$ cat src/rtl/matrix_pkg.sv
// Shared constants for the matrix loader: APB register map, CTRL bit
// positions and FSM state encodings.
package matrix_pkg;

  // APB register select
  localparam logic [1:0] ADDR_CTRL   = 2'd0;
  localparam logic [1:0] ADDR_DATA   = 2'd1;
  localparam logic [1:0] ADDR_STATUS = 2'd2;
  localparam logic [1:0] ADDR_RSVD   = 2'd3;

  // CTRL register bits
  localparam int unsigned CTRL_START_BIT = 0;
  localparam int unsigned CTRL_ABORT_BIT = 1;

  // Load FSM; the encoding is also the STATUS state code
  typedef enum logic [1:0] {
    ST_IDLE = 2'd0,
    ST_FILL = 2'd1,
    ST_DONE = 2'd2
  } state_t;

endpackage

$ cat src/rtl/matrix_loader.sv
// APB slave that buffers a burst of WORDS data words for the matrix
// controller and hands it over with a one-cycle load_done strobe.
//
// Ports:
//   clk, rst                 clock, async active-low reset
//   psel/penable/pwrite      APB control from host
//   paddr, pwdata            APB register select and write data
//   pready, prdata, pslverr  APB response (combinational)
//   ctrl_pready, load_en     controller readiness / load phase
//   start_pulse              one-cycle start request to controller
//   load_done                one-cycle burst-complete strobe
//   load_data                buffered burst, word k at [k*DATA_W +: DATA_W]
//   word_cnt                 words captured in current burst
module matrix_loader
  import matrix_pkg::*;
#(
  parameter int unsigned DATA_W = 32,
  parameter int unsigned WORDS  = 4
) (
  input  logic                       clk,
  input  logic                       rst,
  input  logic                       psel,
  input  logic                       penable,
  input  logic                       pwrite,
  input  logic [1:0]                 paddr,
  input  logic [DATA_W-1:0]          pwdata,
  input  logic                       ctrl_pready,
  input  logic                       load_en,
  output logic                       pready,
  output logic [DATA_W-1:0]          prdata,
  output logic                       pslverr,
  output logic                       start_pulse,
  output logic                       load_done,
  output logic [WORDS*DATA_W-1:0]    load_data,
  output logic [$clog2(WORDS)-1:0]   word_cnt
);

  localparam int unsigned CNT_W = $clog2(WORDS);

  state_t state;
  logic   access;
  logic   accept;
  logic   is_data_wr;
  logic   is_ctrl_wr;

  // APB decode: ready, accept and error/read-data terms
  always_comb begin
    access     = psel & penable;
    is_data_wr = pwrite && (paddr == ADDR_DATA);
    is_ctrl_wr = pwrite && (paddr == ADDR_CTRL);
    pready     = ctrl_pready;
    // DATA writes outside IDLE wait for an open FILL window; in IDLE they
    // complete immediately with an error instead of stalling forever.
    if (is_data_wr && (state != ST_IDLE)) begin
      pready = ctrl_pready & load_en & (state == ST_FILL);
    end
    accept  = access & pready;
    pslverr = 1'b0;
    prdata  = '0;
    if (accept) begin
      pslverr = (paddr == ADDR_RSVD) || (is_data_wr && (state == ST_IDLE));
      if (!pwrite && (paddr == ADDR_STATUS)) begin
        prdata = DATA_W'({word_cnt, state});
      end
    end
  end

  // Load FSM, burst buffer and controller strobes
  always_ff @(posedge clk or negedge rst) begin
    if (!rst) begin
      state       <= ST_IDLE;
      word_cnt    <= '0;
      start_pulse <= 1'b0;
      load_done   <= 1'b0;
      load_data   <= '0;
    end else begin
      start_pulse <= 1'b0;
      load_done   <= 1'b0;
      if (state == ST_DONE) begin
        state <= ST_FILL;
      end
      if (accept && is_ctrl_wr) begin
        // abort wins over start and may override the DONE->FILL step
        if (pwdata[CTRL_ABORT_BIT]) begin
          state    <= ST_IDLE;
          word_cnt <= '0;
        end else if (pwdata[CTRL_START_BIT] && (state == ST_IDLE)) begin
          state       <= ST_FILL;
          word_cnt    <= '0;
          start_pulse <= 1'b1;
        end
      end else if (accept && is_data_wr && (state == ST_FILL)) begin
        load_data[word_cnt*DATA_W +: DATA_W] <= pwdata;
        if (word_cnt == CNT_W'(WORDS - 1)) begin
          word_cnt  <= '0;
          state     <= ST_DONE;
          load_done <= 1'b1;
        end else begin
          word_cnt <= word_cnt + CNT_W'(1);
        end
      end
    end
  end

endmodule
$ cat config.mk
export PLATFORM = sky130hd
export DESIGN_NAME = matrix_loader
export DESIGN_NICKNAME = d
export VERILOG_FILES = /design/src/rtl/matrix_pkg.sv /design/src/rtl/matrix_loader.sv
export SDC_FILE = /design/constraint.sdc
export NUM_CORES = 1
export LEC_CHECK = 0
export ABC_AREA = 1
export BUFFER_PORTS_ARGS = -buffer_cell sky130_fd_sc_hd__buf_4
export CAP_MARGIN = 10
export CORE_MARGIN = 2
export CORE_UTILIZATION = 47
export CTS_CLUSTER_SIZE = 24
export DETAILED_ROUTE_END_ITERATION = 8
export PLACE_DENSITY = 0.8
export SLEW_MARGIN = 15
export SYNTH_ARGS = -nofsm -noshare
export SYNTH_HDL_FRONTEND = slang
export SYNTH_SLANG_ARGS = --single-unit
export TNS_END_PERCENT = 50
$ cat constraint.sdc
create_clock -name clk -period 2.4 [get_ports clk]
set_clock_uncertainty 0.05 [all_clocks]
set_input_delay 0.24 -clock clk [delete_from_list [all_inputs] [get_ports clk]]
set_output_delay 0.24 -clock clk [all_outputs]
set_load 0.02 [all_outputs]
==> results.md <==
* RSZ-0062 raised after global routing: no
* Final TNS setup at 0 ns
* Met1 Use GR at 33.1%
* Vias at 5835
* TritonCTS Sinks at 134
* WL/cell at 16.8 um
* Synth Warn # at 0
* Global Route Usage Sum at 25.3%
* Post-synth top area cell: dfrtp_1
* Top post-synthesis cells by area: dfrtp_1 50%, nand2_1 9.7%, o21ai_2 9.4%
* Crit path max fanout at 42
* WS Path Type: reg2out
* Antenna Nets Post-Route at 0
* Slew Limit Fails at 0
* Synthesized instance count at 742
* Slew @ Worst Pin at 0.595 ns
* Met3 Resource Use GR at 6.83%
* Skew-Pair Late Insertion Delay at 0.42 ns
* Iteration-0 DRC Markers at 491
* Post-CTS Hold Buffers at 2
* # diodes at 0
* Setup bufs post-CTS at 0
* Gr busiest metal: met2
* # port buffers at 178
* Worst EP required at 2.11 ns
* # nets final at 953
* Post-Route WL at 18.5 mm
* Num rows at 43
* Critical Path End Type: output port
* Syn_area_per_cell at 9.06 sq um
* Worst Path Arrival at 1.83 ns
* Reg clk slew, reported paths at 0.06 ns
* Top post-synthesis cells by count: 173 x nand2_1, 134 x dfrtp_1, 94 x nand3_1, 72 x o21ai_2, 43 x inv_1
* Share of post-route cells with drive strength above 1 at 35.3%
* Total global routing overflow at 0
* Largest net degree at the start of global routing at 62
* RePlAce Congestion at 0.796
* Core area at 13900 sq um
* Die Ht at 124 um
* Synth-to-Final Area Change at 28.6%
* Power Dens Cells at 712 nW/um^2
* Antenna violations before repair at 0
* Placed cell areas at 8040 sq um
* Post-Place Cells at 1065
* Detail Placement HPWL at 12.3 mm
* M2 GR Usage at 40.2%
* Relative max-transition margin at 60.3%
* Final Instance Area at 8640 sq um
* Most numerous cell in the Yosys netlist: nand2_1
* DRC viols at 0
* Mapped Area at 6720 sq um
* Hold Startpoint: pwdata[23]
* Final Hold Viols at 0
* Sequential share of the synthesized area at 49.9%
* Fin crit share at 88.4%
* Synth Flop Type: dfrtp_1
* Type of the worst min-delay path: in2reg
* Reg-to-reg startpoint: word_cnt[0]
* Status: complete, no violations
* TritonCTS Buffers at 17
* Synth async-reset ratio at 100%
* Worst vdd ir at 0.000426 V
* Root Driver: clkbuf_16
* Initial core utilization at 48.2%
* TritonCTS clock tree: yes
* Vias in the first global route at 5590
* #FFs+latches synth at 134
* CP Launch Type: register
* Post-synth EDFFs at 0
* Clock Tree Buf Depth at 2
* Area of the die at 15300 sq um
* Critical path startpoint: word_cnt[0]
* Fin cells at 1098
* Cts repair resizes at 0
* Vias per cell at 5.31
* Fill cells at 1192
* # setup viols final at 0
* Die width at 124 um
* Top cell type's share of synthesized area at 49.9%
* Count of cell types in the netlist at 30
* I/O pins at 207
* Max cap viols at 0
* Min Tclk post-route at 2.12 ns
* First-pass GRT wire length at 29.3 mm
* TritonRoute pass-1 iters at 5
* Lkg Pwr at 0.00444 uW
* Fmax achieved at 471 MHz
* H-tree Lvls at 4
==> registers in the layout (all words and copies together), names as in the netlist <==
register	count
start_pulse	1
load_data	128
word_cnt	2
load_done	1
state	2
==> layout make-up <==
class | instances | area (sq um) | area share [%]
sequential | 134 | 3350 | 38.8
tap | 180 | 225 | 2.61
timing repair buffer | 202 | 1600 | 18.5
multi-input combinational | 504 | 2700 | 31.3
clock inverter | 11 | 125 | 1.45
clock buffer | 20 | 457 | 5.28
inverter | 47 | 176 | 2.04
==> power breakdown <==
group / switching, uW / internal, uW / total (uW)
Sequential: 20.2 / 2280 / 2300
Combinational: 934 / 345 / 1280
Clock: 994 / 1580 / 2570
==> per-stage QoR <==
stage	hold slack [ns]	worst slack [ns]	total power (uW)	util, %
floorplan	-0.106	0.0638	3130	-
global placement	0.227	0.467	3600	57.7
detailed placement	0.225	0.385	3610	57.7
CTS	0.0644	0.278	6190	62.0
global route	0.0732	0.211	6410	62.0
finish	0.0771	0.278	6150	62.0
==> routing by layer <==
metal / routed length (um) / share of wire, %
met2: 8930 / 48
met1: 7630 / 41
met4: 332 / 1.8
met5: 0 / 0
met3: 1580 / 8.6
==> worst max-delay path, cell delays in order (launching register included) <==
cell     delay [ns]
dfrtp_2        0.36
buf_4          0.31
buf_4          0.50
buf_4          0.24
==> path summary, 6_finish.rpt <==
kind	end	slack, ns	cells after the start
worst max register to register	load_data[80]	0.38	8
worst min-delay path	load_data[55]	0.08	3
max in group asynchronous	load_data[121]	1.34	3
worst min register to register	load_data[9]	0.42	2
min in group asynchronous	load_data[32]	0.33	2
worst max-delay path	word_cnt[0]	0.28	3
==> placed cells by master (no fill, tap or decap), types with 3 or more instances in the layout <==
master,instances
a21oi_1,3
buf_12,6
buf_4,193
clkbuf_16,17
clkinvlp_4,5
conb_1,28
dfrtp_1,133
ha_1,5
inv_1,43
inv_2,3
nand2_1,173
nand2_2,4
nand2_4,4
nand3_1,93
nand4_1,39
nor2_1,40
nor2_4,3
nor3_1,5
o21ai_1,23
o21ai_2,72
==> logic make-up after synthesis <==
group	share of synthesized area [%]
and+or+nand+nor	25.5
DFF	49.9
buffers and inverters	11.6
AOI/OAI and AO/OA	11.8
adders and majority gates	1.12
other	0.0558
Note: power is estimated with default switching activity, not from simulation.
